## src/rtl/router_pkg.sv

```systemverilog
// Shared router constants: output-port indices, per-dimension direction
// encoding and the flit destination-field offset helper.
package router_pkg;

   localparam int XPOS      = 0;
   localparam int YPOS      = 1;
   localparam int ZPOS      = 2;
   localparam int XNEG      = 3;
   localparam int YNEG      = 4;
   localparam int ZNEG      = 5;
   localparam int EJECT     = 6;
   localparam int NUM_PORTS = 7;

   typedef enum logic [1:0] {
      DIR_NONE = 2'd0,
      DIR_POS  = 2'd1,
      DIR_NEG  = 2'd2
   } dir_t;

   // LSB of destination field 'field' (0=x, 1=y, 2=z), packed from the flit MSB down.
   function automatic int coord_lsb(input int flit_size, input int coord_w, input int field);
      return flit_size - (field + 1) * coord_w;
   endfunction

endpackage

```

## src/rtl/torus_route_calc.sv

```systemverilog
// Combinational single-dimension torus direction unit: shortest way round a ring
// of DIM nodes from CUR to i_dst, ties at DIM/2 going positive.
module torus_route_calc
   import router_pkg::*;
#(
   parameter int COORD_W = 4,
   parameter int DIM     = 4,
   parameter int CUR     = 0
) (
   input  logic [COORD_W-1:0] i_dst,
   output dir_t               o_dir,
   output logic               o_oor
);

   localparam int DW = COORD_W + 1;
   localparam logic [COORD_W:0] L_DIM  = DW'(DIM);
   localparam logic [COORD_W:0] L_CUR  = DW'(CUR);
   localparam logic [COORD_W:0] L_HALF = DW'(DIM / 2);

   logic [COORD_W:0] w_dst;
   logic [COORD_W:0] w_sum;
   logic [COORD_W:0] w_delta;

   assign w_dst   = {1'b0, i_dst};
   // Adding DIM first keeps the subtraction non-negative, so one conditional
   // subtract gives (dst - cur) mod DIM for any in-range destination.
   assign w_sum   = w_dst + L_DIM - L_CUR;
   assign w_delta = (w_sum >= L_DIM) ? (w_sum - L_DIM) : w_sum;
   assign o_oor   = (w_dst >= L_DIM);

   always_comb begin
      o_dir = DIR_NONE;
      if (w_delta == '0) begin
         o_dir = DIR_NONE;
      end else if (w_delta <= L_HALF) begin
         o_dir = DIR_POS;
      end else begin
         o_dir = DIR_NEG;
      end
   end

endmodule

```

## src/rtl/torus_input_port.sv

```systemverilog
// Torus router input port: routes each arriving flit (X, then Y, then Z) and buffers
// it with its one-hot output request. Optional counters: define TORUS_INPORT_STATS_EN.
module torus_input_port
   import router_pkg::*;
#(
   parameter int FLIT_SIZE  = 128,
   parameter int COORD_W    = 4,
   parameter int DIM_X      = 4,
   parameter int DIM_Y      = 4,
   parameter int DIM_Z      = 4,
   parameter int CUR_X      = 0,
   parameter int CUR_Y      = 0,
   parameter int CUR_Z      = 0,
   parameter int FIFO_DEPTH = 8
) (
   input  logic                 clk,
   input  logic                 rst,
   input  logic [FLIT_SIZE-1:0] in_flit,
   input  logic                 in_valid,
   output logic                 credit_out,
   output logic [FLIT_SIZE-1:0] out_flit,
   output logic [NUM_PORTS-1:0] out_port,
   output logic                 out_valid,
   input  logic                 out_ready,
   output logic                 overflow_err,
   output logic [31:0]          stat_accepted,
   output logic [31:0]          stat_dropped
);

   localparam int AW    = $clog2(FIFO_DEPTH);
   localparam int CW    = AW + 1;
   localparam int X_LSB = coord_lsb(FLIT_SIZE, COORD_W, 0);
   localparam int Y_LSB = coord_lsb(FLIT_SIZE, COORD_W, 1);
   localparam int Z_LSB = coord_lsb(FLIT_SIZE, COORD_W, 2);
   localparam logic [AW:0] L_DEPTH = CW'(FIFO_DEPTH);

   dir_t                 w_dir_x, w_dir_y, w_dir_z;
   logic                 w_oor_x, w_oor_y, w_oor_z;
   logic [NUM_PORTS-1:0] w_route;

   torus_route_calc #(.COORD_W(COORD_W), .DIM(DIM_X), .CUR(CUR_X)) u_calc_x (
      .i_dst (in_flit[X_LSB +: COORD_W]),
      .o_dir (w_dir_x),
      .o_oor (w_oor_x)
   );

   torus_route_calc #(.COORD_W(COORD_W), .DIM(DIM_Y), .CUR(CUR_Y)) u_calc_y (
      .i_dst (in_flit[Y_LSB +: COORD_W]),
      .o_dir (w_dir_y),
      .o_oor (w_oor_y)
   );

   torus_route_calc #(.COORD_W(COORD_W), .DIM(DIM_Z), .CUR(CUR_Z)) u_calc_z (
      .i_dst (in_flit[Z_LSB +: COORD_W]),
      .o_dir (w_dir_z),
      .o_oor (w_oor_z)
   );

   // An unreachable coordinate is delivered locally rather than flagged.
   always_comb begin
      w_route = '0;
      if (w_oor_x || w_oor_y || w_oor_z) begin
         w_route[EJECT] = 1'b1;
      end else if (w_dir_x == DIR_POS) begin
         w_route[XPOS] = 1'b1;
      end else if (w_dir_x == DIR_NEG) begin
         w_route[XNEG] = 1'b1;
      end else if (w_dir_y == DIR_POS) begin
         w_route[YPOS] = 1'b1;
      end else if (w_dir_y == DIR_NEG) begin
         w_route[YNEG] = 1'b1;
      end else if (w_dir_z == DIR_POS) begin
         w_route[ZPOS] = 1'b1;
      end else if (w_dir_z == DIR_NEG) begin
         w_route[ZNEG] = 1'b1;
      end else begin
         w_route[EJECT] = 1'b1;
      end
   end

   logic [FLIT_SIZE-1:0] r_mem_flit [FIFO_DEPTH];
   logic [NUM_PORTS-1:0] r_mem_port [FIFO_DEPTH];
   logic [AW-1:0]        r_wr_ptr;
   logic [AW-1:0]        r_rd_ptr;
   logic [AW:0]          r_count;
   logic                 r_credit;
   logic                 r_overflow;
   logic                 w_valid, w_full, w_pop, w_push, w_drop;

   assign w_valid = (r_count != '0);
   assign w_full  = (r_count == L_DEPTH);
   assign w_pop   = w_valid & out_ready;
   // A pop in the same cycle frees the slot, so a full buffer still accepts.
   assign w_push  = in_valid & (~w_full | w_pop);
   assign w_drop  = in_valid & ~w_push;

   always_ff @(posedge clk or negedge rst) begin
      if (!rst) begin
         r_wr_ptr   <= '0;
         r_rd_ptr   <= '0;
         r_count    <= '0;
         r_credit   <= 1'b0;
         r_overflow <= 1'b0;
      end else begin
         r_credit <= w_pop;
         if (w_drop) begin
            r_overflow <= 1'b1;
         end
         if (w_push) begin
            r_wr_ptr <= r_wr_ptr + 1'b1;
         end
         if (w_pop) begin
            r_rd_ptr <= r_rd_ptr + 1'b1;
         end
         case ({w_push, w_pop})
            2'b10:   r_count <= r_count + 1'b1;
            2'b01:   r_count <= r_count - 1'b1;
            default: r_count <= r_count;
         endcase
      end
   end

   always_ff @(posedge clk) begin
      if (w_push) begin
         r_mem_flit[r_wr_ptr] <= in_flit;
         r_mem_port[r_wr_ptr] <= w_route;
      end
   end

   assign out_valid    = w_valid;
   assign out_flit     = w_valid ? r_mem_flit[r_rd_ptr] : '0;
   assign out_port     = w_valid ? r_mem_port[r_rd_ptr] : '0;
   assign credit_out   = r_credit;
   assign overflow_err = r_overflow;

`ifdef TORUS_INPORT_STATS_EN
   logic [31:0] r_stat_acc;
   logic [31:0] r_stat_drop;

   always_ff @(posedge clk or negedge rst) begin
      if (!rst) begin
         r_stat_acc  <= '0;
         r_stat_drop <= '0;
      end else begin
         if (w_push && (r_stat_acc != '1)) begin
            r_stat_acc <= r_stat_acc + 1'b1;
         end
         if (w_drop && (r_stat_drop != '1)) begin
            r_stat_drop <= r_stat_drop + 1'b1;
         end
      end
   end

   assign stat_accepted = r_stat_acc;
   assign stat_dropped  = r_stat_drop;
`else
   assign stat_accepted = '0;
   assign stat_dropped  = '0;
`endif

endmodule
```

## config.mk

```make
export PLATFORM = sky130hd
export DESIGN_NAME = torus_input_port
export DESIGN_NICKNAME = d
export VERILOG_FILES = /design/src/rtl/router_pkg.sv /design/src/rtl/torus_route_calc.sv /design/src/rtl/torus_input_port.sv
export SDC_FILE = /design/constraint.sdc
export NUM_CORES = 1
export LEC_CHECK = 0
export CAP_MARGIN = 40
export CORE_ASPECT_RATIO = 1.4
export CORE_MARGIN = 1.5
export CORE_UTILIZATION = 30
export DETAILED_ROUTE_END_ITERATION = 8
export DONT_BUFFER_PORTS = 1
export SYNTH_ARGS = -nofsm -noshare
export SYNTH_HDL_FRONTEND = slang
export SYNTH_SLANG_ARGS = --single-unit
```

## constraint.sdc

```tcl
create_clock -name clk -period 11.9 [get_ports clk]
set_clock_uncertainty 0.05 [all_clocks]
set_input_delay 2.38 -clock clk [delete_from_list [all_inputs] [get_ports clk]]
set_output_delay 2.38 -clock clk [all_outputs]
set_load 0.02 [all_outputs]
```

==> Word level (Yosys, flattened, before mapping) <==
Memories as Yosys holds them, arrays and structs flattened.
Index checks and enable logic that the tools add are counted.
{ "totals": {"reg_bits": 12, "latchBits": 0, "ram_bits": 1080, "mem_bits_ro": 0, "input_bits": 132, "out_inout_bits": 202, "mem_count": 2} }
{ "mem_list": {"columns": ["memory", "depth", "width", "read_ports", "rd_ports_with_merged_regs", "write_ports", "line", "text"], "rows": [
  ["r_mem_flit", 8, 128, 1, 0, 1, "torus_input_port.sv:81", "logic [FLIT_SIZE-1:0] r_mem_flit [FIFO_DEPTH];"],
  ["r_mem_port", 8, 7, 1, 0, 1, "torus_input_port.sv:82", "logic [NUM_PORTS-1:0] r_mem_port [FIFO_DEPTH];"]
]} }
{ "classes": {"add_sub_neg": 10, "n_mul": 0, "div": 0, "n_lt_le_gt_ge": 9, "n_eq_ne": 9, "n_shift": 0, "muxes": 31, "n_bitwise": 6, "reduce_logical": 7} }
{ "ops": {"columns": ["cell", "n"], "rows": [
  ["128-bit 2-to-1 mux", 1],
  ["2-bit 2-to-1 mux", 9],
  ["4-bit by 3-bit adder with 5-bit output (second input constant)", 3],
  ["5-bit by 3-bit >= comparator with 1-bit output (second input constant)", 3],
  ["5-bit by 2-bit <= comparator with 1-bit output (second input constant)", 3],
  ["5-bit logical NOT", 3],
  ["5-bit 2-to-1 mux", 3],
  ["5-bit by 3-bit subtractor with 5-bit output (second input constant)", 3],
  ["4-bit by 3-bit >= comparator with 1-bit output (second input constant)", 3],
  ["1-bit 2-to-1 mux", 12],
  ["6-bit 2-to-1 mux", 2],
  ["2-bit by 1-bit == test with 1-bit output (second input constant)", 4],
  ["2-bit == test (second input constant)", 4],
  ["4-bit one-hot mux with 2 select lines", 1],
  ["7-bit 2-to-1 mux", 1],
  ["3-bit by 1-bit adder with 3-bit output (second input constant)", 2],
  ["3-bit 2-to-1 mux", 2],
  ["4-bit by 1-bit adder with 4-bit output (second input constant)", 1],
  ["4-bit == test (second input constant)", 1],
  ["4-bit nonzero test", 1],
  ["4-bit by 1-bit subtractor with 4-bit output (second input constant)", 1],
  ["1-bit bitwise AND", 3],
  ["1-bit logical OR", 2],
  ["1-bit inverter", 2],
  ["2 further kinds", 2]
]} }

==> Logic depth before layout (Yosys ltp) <==
Gate-level depths: netlist of run 1.
{ "depth": {"depth_word": 14, "ltp_mapped": 8, "depth_no_buf": 7} }

==> By module <==
A second synthesis of run 1 with hierarchy kept.
{ "unflattened": {"hier_cells": 1926, "area_unflattened_um2": 42736.0} }
{ "by_module_without_submodules": {"columns": ["module", "instances", "cells_each", "area_each_um2"], "rows": [
  ["torus_input_port", 1, 1863, 42296.8],
  ["torus_route_calc", 3, 21, 146.4]
]} }

==> Least setup slack after synthesis of run 1 <==
No wires, ideal clock.
{ "synth_timing": {"path_kind": "in2reg", "startpoint": "input out_ready", "endpoint": "memory r_mem_flit[0][0] (enable)", "setup_ps": 794, "arrival_ps": 11938, "t_required_ps": 11056, "slack_ps": -882, "stages": 4, "path_buffers": 0, "path_cell_list": "inv_2 a31oi_2 nand2b_1 nor3_1"} }
{ "synth_via": {"elab_chain_len": 5} }
{ "synth_rtl": {"columns": ["element", "line", "text"], "rows": [
  ["from (decl)", "torus_input_port.sv:24", "input logic out_ready,"],
  ["1-bit bitwise AND", "torus_input_port.sv:92", "assign w_pop = w_valid & out_ready;"],
  ["1-bit bitwise OR", "torus_input_port.sv:94", "assign w_push = in_valid & (~w_full | w_pop);"],
  ["1-bit bitwise AND", "torus_input_port.sv:94", null],
  ["1-bit 2-to-1 mux", "torus_input_port.sv:124", "if (w_push) begin"],
  ["1-bit 2-to-1 mux (not written as such)", "torus_input_port.sv:125", "r_mem_flit[r_wr_ptr] <= in_flit;"],
  ["to (decl)", "torus_input_port.sv:81", null]
]} }
No other way between the ends.

==> Worst setup path after layout of run 1 <==
{ "layout_timing": {"startpoint": "register r_rd_ptr[0]", "endpoint": "output out_flit[84]"} }
{ "layout_via": {"elab_chain_len": 2} }
{ "layout_rtl": {"columns": ["element", "line", "text"], "rows": [
  ["from (decl)", "torus_input_port.sv:84", "logic [AW-1:0] r_rd_ptr;"],
  ["from (signal assigned)", "torus_input_port.sv:113", "r_rd_ptr <= r_rd_ptr + 1'b1;"],
  ["memory 8 x 128 bit", null, null],
  ["128-bit 2-to-1 mux", "torus_input_port.sv:131", "assign out_flit = w_valid ? r_mem_flit[r_rd_ptr] : '0;"],
  ["to (decl)", "torus_input_port.sv:21", "output logic [FLIT_SIZE-1:0] out_flit,"]
]} }
No other way between the ends.

==> run metrics, run 1 <==
outcome finished clean; H-tree depth 3; die footprint 0.144 mm²; global-route wire length before repair 134,000 µm; TritonRoute pass-1 iters 4; Slew HR 0.344; async set-reset flop share out of synthesis 0.0110; PortBufs 0; Final min period 6.56 ns; largest net degree at the start of global routing 139; total length of routed wires 92,700 µm; hold path start r_wr_ptr[0]; min-delay worst type reg2reg; post-route ant nets 0; vias in the first global route 20.0k; Avg Synthesized Cell Area 22.3 µm²; part of the cycle the worst path needs 0.551; worst reg2reg path depth 7; r2r startpoint r_count[1]; Max Slew Vio Count 0; Max FO, Critical Path 99; cell area after placement 0.0450 mm²; setup bufs post-CTS 0; critical path endpoint category output port; CP Class reg2out; gr ovfl total 0; pin slew with the least headroom to its limit 0.984 ns; die height 448 µm; unrepaired setup endpoints after global routing no; Final setup viols 0; vias 18.3k; Data required, critical path 9.47 ns; cts hold-fix bufs 0; Via density 4.73; CTS Root Cell clkbuf_16; Worst VDD drop 194 µV; dpl hpwl 53,200 µm; mapped cell area 0.0425 mm²; DP Cell Count 3,683; Non-Filler Instances 3,877; Register-to-Register Setup Slack 8.52 ns; Seq/Total Area, Yosys 0.770; Arr. time, crit path 4.13 ns; Max-Cap Viols 0; Cells after Synth 1,903; WHS Endpoint r_wr_ptr[0]; Routability Congestion 0.709; Layout Nets 2,120; final setup TNS 0 ns; Post-synth EDFFs 1,080; CP startpoint kind flip-flop; post-route cell area 0.0483 mm²; core footprint 0.141 mm²; most frequent cells in the layout edfxtp_1, mux4_2, nor2_1; gr usage total 0.128; P per Cell Area 249 mW/mm²; CTS tree built; f_max 0.152 GHz; Die W 321 µm; hold path cells 1; leading cell type in the layout, fill and taps excluded edfxtp_1; Clock Latency Late Sink 0.71 ns; count of state elements after synthesis 1,092; total clock sinks 1,092; synth-to-layout area growth 13.5%; Pleak 0.0154 µW; Synth Warn # 0; Top FF cell, synth edfxtp_1; CTS Buf Count 104; Clock transition at path regs 0.06 ns; Rows 163; CTS resizes 0; capturing point of the worst reg2reg path r_mem_flit[2][61]; final hold vios 0; Synth cell types 46; initial antenna violation count 1; Initial Utilization 0.302; drc violations 0; share of layout cells above drive strength 1 0.237; Max Root-Sink Buffers 3; DR WL/cell 23.9 µm; Initial DRC Count 1,186; Ports 334
==> registers in the layout, indices dropped and copies added (netlist names) <==
| signal | cells |
|---|---|
| r_mem_flit | 1024 |
| r_mem_port | 56 |
| r_count | 4 |
| r_rd_ptr | 3 |
| r_wr_ptr | 3 |
| credit_out | 1 |
| overflow_err | 1 |
==> worst max path at each step <==
| stage | from | endpoint | slack, ns |
|---|---|---|---|
| 2_1_floorplan | out_ready | r_mem_flit[6][0] | 2.74 |
| 3_3_place_gp | r_rd_ptr[0] | out_flit[84] | 5.76 |
| 3_5_place_dp | r_rd_ptr[0] | out_flit[84] | 6.00 |
| 4_1_cts | r_rd_ptr[0] | out_flit[84] | 5.18 |
| 5_1_grt | r_rd_ptr[0] | out_flit[44] | 4.99 |
| 6_report | r_rd_ptr[0] | out_flit[84] | 5.34 |
==> cell usage after synthesis (2+ instances only) <==
cell type / count / area, µm²
a21oi_1: 4 / 20.0
buf_1: 3 / 11.3
buf_2: 43 / 215
buf_4: 64 / 480
buf_6: 21 / 236
clkbuf_1: 22 / 82.6
dfrtp_1: 12 / 300
edfxtp_1: 1080 / 32400
ha_1: 13 / 163
inv_1: 12 / 45.0
inv_2: 2 / 7.51
mux2i_1: 138 / 1380
mux4_2: 270 / 6080
nand2_1: 11 / 41.3
nand2b_1: 6 / 37.5
nand3_1: 2 / 10.0
nor2_1: 150 / 563
nor2b_1: 3 / 18.8
nor3_1: 8 / 40.0
nor3b_1: 2 / 15.0
nor4b_1: 3 / 26.3
o21ai_0: 3 / 15.0
o21ai_1: 3 / 15.0
or3_1: 2 / 12.5
xnor2_1: 4 / 35.0
xor2_1: 2 / 17.5
==> kinds of logic after synthesis <==
group	after synthesis	share of synthesized area
AOI/OAI and AO/OA	19	0.00350
DFF	1092	0.770
muxes	410	0.176
buffers and inverters	168	0.0257
other	1	0.0000882
and+or+nand+nor	193	0.0194
adders and majority gates	14	0.00430
xor gates and xnor gates	6	0.00124
==> through the flow <==
stage	hold slack, ns	util	worst slack, ns	total power (µW)
after floorplan	0.430	-	2.74	8090
after CTS	0.485	0.343	5.18	12300
after global placement	0.448	0.315	5.76	8860
after detailed placement	0.472	0.320	6.00	9050
after global routing	0.498	0.343	4.99	12600
final	0.479	0.343	5.34	12000
==> worst max-delay path: stages (launching register included) <==
cell and delay (ns):
dfrtp_4 0.86, buf_12 0.56, buf_4 0.39, buf_16 0.30, mux4_2 0.54, mux2i_1 0.27
nor2_1 0.18
==> per-layer routing <==
metal	share of wire	routed length, µm	track usage	vias up
li1	-	-	-	7863
met1	0.38	35200	0.143	9895
met2	0.53	49400	0.234	477
met3	0.066	6090	0.0370	109
met4	0.022	2020	0.0419	0
met5	0	0	0	-
==> final cells by class <==
cell class,instances,area (µm²)
diodes,2,5.00
fillers,13006,92500
clock inverters,50,448
inverters,14,52.6
multi-input cells,706,9000
repair buffers,56,911
clock buffers,142,2840
well taps,1815,2270
flip-flops and latches,1092,32700
==> power by group <==
| group | switching, µW | leakage, µW | internal (µW) | total [µW] |
|---|---|---|---|---|
| Sequential | 219 | 0.00998 | 4820 | 5040 |
| Combinational | 2380 | 0.00383 | 1410 | 3790 |
| Clock | 1400 | 0.00159 | 1790 | 3180 |
| Total | 4000 | 0.0154 | 8020 | 12000 |
(Power assumes the default switching activity.)
==> inputs of run 2 (changes only) <==
- clock period: 11.9 -> 6.6 ns (I/O delays scaled with it)
==> run 2 against run 1 <==
- die area is the same
- final cell count shrank 0.10%
- first-iteration DRC count shrank 4.2%
- critical endpoint unchanged
- largest cell class unchanged
- largest power group unchanged
==> run metrics, run 2 (synthesis results as in run 1) <==
outcome finished clean; Util after Layout 0.342 (-0.000773); Final setup viols 0 (unchanged); share of layout cells above drive strength 1 0.238 (+0.000462); setup bufs post-CTS 0 (unchanged); worst reg2reg path depth 6 (-1); unrepaired setup endpoints after global routing no; DR WL/cell 24.0 µm (+0.30%); final hold slack 0.232 ns (-0.246 ns); critical path endpoint category output port; CTS Root Cell clkbuf_16; min-delay worst type in2async; pin slew with the least headroom to its limit 0.860 ns (-0.123 ns); Slew HR 0.427 (+0.0823); total length of routed wires 92,900 µm (+0.20%); Clock transition at path regs 0.06 ns (about the same); PortBufs 0 (unchanged); largest net degree at the start of global routing 81 (-42%); DP Cell Count 3,677 (-0.16%); P per Cell Area 454 mW/mm² (+82%); CTS resizes 0 (unchanged); die height 448 µm (unchanged); Max Root-Sink Buffers 3 (unchanged); register area 0.0327 mm² (unchanged); Max FO, Critical Path 52 (-47%); Initial Utilization 0.302 (unchanged); Data required, critical path 5.23 ns (-4.24 ns); Crit path depth 5 (-1); Fill cells 13.0k (-0.27%); Worst VDD drop 352 µV (+81%); Pleak 0.0153 µW (-0.39%); part of the cycle the worst path needs 0.701; Initial DRC Count 1,136 (-4.2%); total clock sinks 1,092 (unchanged); post-route ant nets 0 (unchanged); global-route wire length before repair 135,000 µm (+0.55%); Final min period 4.62 ns; Cell Chain, Critical Path buf_12 > buf_12 > mux4_2 > mux2i_1 > nor2_1; Die W 321 µm (unchanged); Via density 4.79 (+1.2%); Arr. time, crit path 3.25 ns (-0.88 ns); Bufs and invs on worst path 2 (-1); multi-input logic area 0.00900 mm² (unchanged); CP Class reg2out; Ports 334 (unchanged); gr usage total 0.128 (+0.000208); initial antenna violation count 1 (unchanged); Layout Nets 2,114 (-0.28%); f_max 0.216 GHz; CTS tree built; CP startpoint kind flip-flop; die footprint 0.144 mm² (unchanged); cts hold-fix bufs 0 (unchanged); drc violations 0 (unchanged); CP peak stage delay 0.73 ns (-0.13 ns); Rows 163 (unchanged); Non-Filler Instances 3,873 (-0.10%); Clock Latency Late Sink 0.72 ns (about the same); vias in the first global route 20.3k (+1.2%); core footprint 0.141 mm² (unchanged); gr ovfl total 0 (unchanged); final hold vios 0 (unchanged); synth-to-layout area growth 13.3%; most used cell, CP buf_12; dpl hpwl 51,900 µm (-2.4%); max reg flops 1,024 (unchanged); slowest CP cell dfrtp_4; H-tree depth 3 (unchanged); CP delay by family, top multiplexers; Max Slew Vio Count 0 (unchanged); TritonRoute pass-1 iters 5 (+1); Routability Congestion 0.677 (-4.4%); most frequent cells in the layout edfxtp_1, mux4_2, nor2_1; largest registers r_mem_flit: 1024 flops, r_mem_port: 56 flops, r_count: 4 flops; CTS Buf Count 104 (unchanged); leading cell type in the layout, fill and taps excluded edfxtp_1; vias 18.5k (+1.1%); Max-Cap Viols 0 (unchanged); Largest Register r_mem_flit
[run 2: cell types whose count changed in the layout (fill, tap and decap cells not counted), sizes merged]
cell / change
inv: -1
clkinv: +14
clkbuf: -23
clkinvlp: +6
bufinv: +6
buf: -6
[run 2: final timing paths]
kind	startpoint	end	slack, ns
worst max-delay path	r_rd_ptr[0]	out_flit[84]	1.98
worst min-delay path	rst	r_rd_ptr[0]	0.23
worst max register to register	r_count[1]	r_mem_flit[0][79]	3.37
worst min register to register	r_wr_ptr[0]	r_wr_ptr[0]	0.47
max in group asynchronous	rst	r_rd_ptr[2]	6.19
min in group clk	r_wr_ptr[0]	r_wr_ptr[0]	0.47
[run 2: area by class of cell]
cell class | count | share of cell area
Antenna cell | 2 | 0.000104
Clock buffer | 119 | 0.0557
Tap cell | 1815 | 0.0472
Clock inverter | 75 | 0.0155
Inverter | 14 | 0.00109
Sequential cell | 1092 | 0.680
Multi-Input combinational cell | 706 | 0.187
Timing Repair Buffer | 50 | 0.0137
[run 2: where the power goes]
group	leakage, µW	switching [µW]	internal, µW
Sequential	0.00998	353	8700
Combinational	0.00372	4340	2510
Clock	0.00164	2600	3370
Total	0.0153	7290	14600
[run 2: metal layers]
layer	up-vias	share of wire	wire length, µm	GRT usage
met2	497	0.52	48400	0.227
met5	-	0	0	0
met1	10073	0.39	36300	0.151
met4	0	0.024	2200	0.0463
met3	120	0.064	5970	0.0322
li1	7858	-	-	-
[run 2: through the flow]
stage               TNS (ns)  area [µm²]  power (µW)  setup slack, ns
floorplan           -1474.62       42800       14600            -1.50
global placement           0       44700       16100             2.52
detailed placement         0       44700       16300             2.63
CTS                        0       48200       22300             1.79
global route               0       48200       22800             1.74
finish                     0       48200       21900             1.98
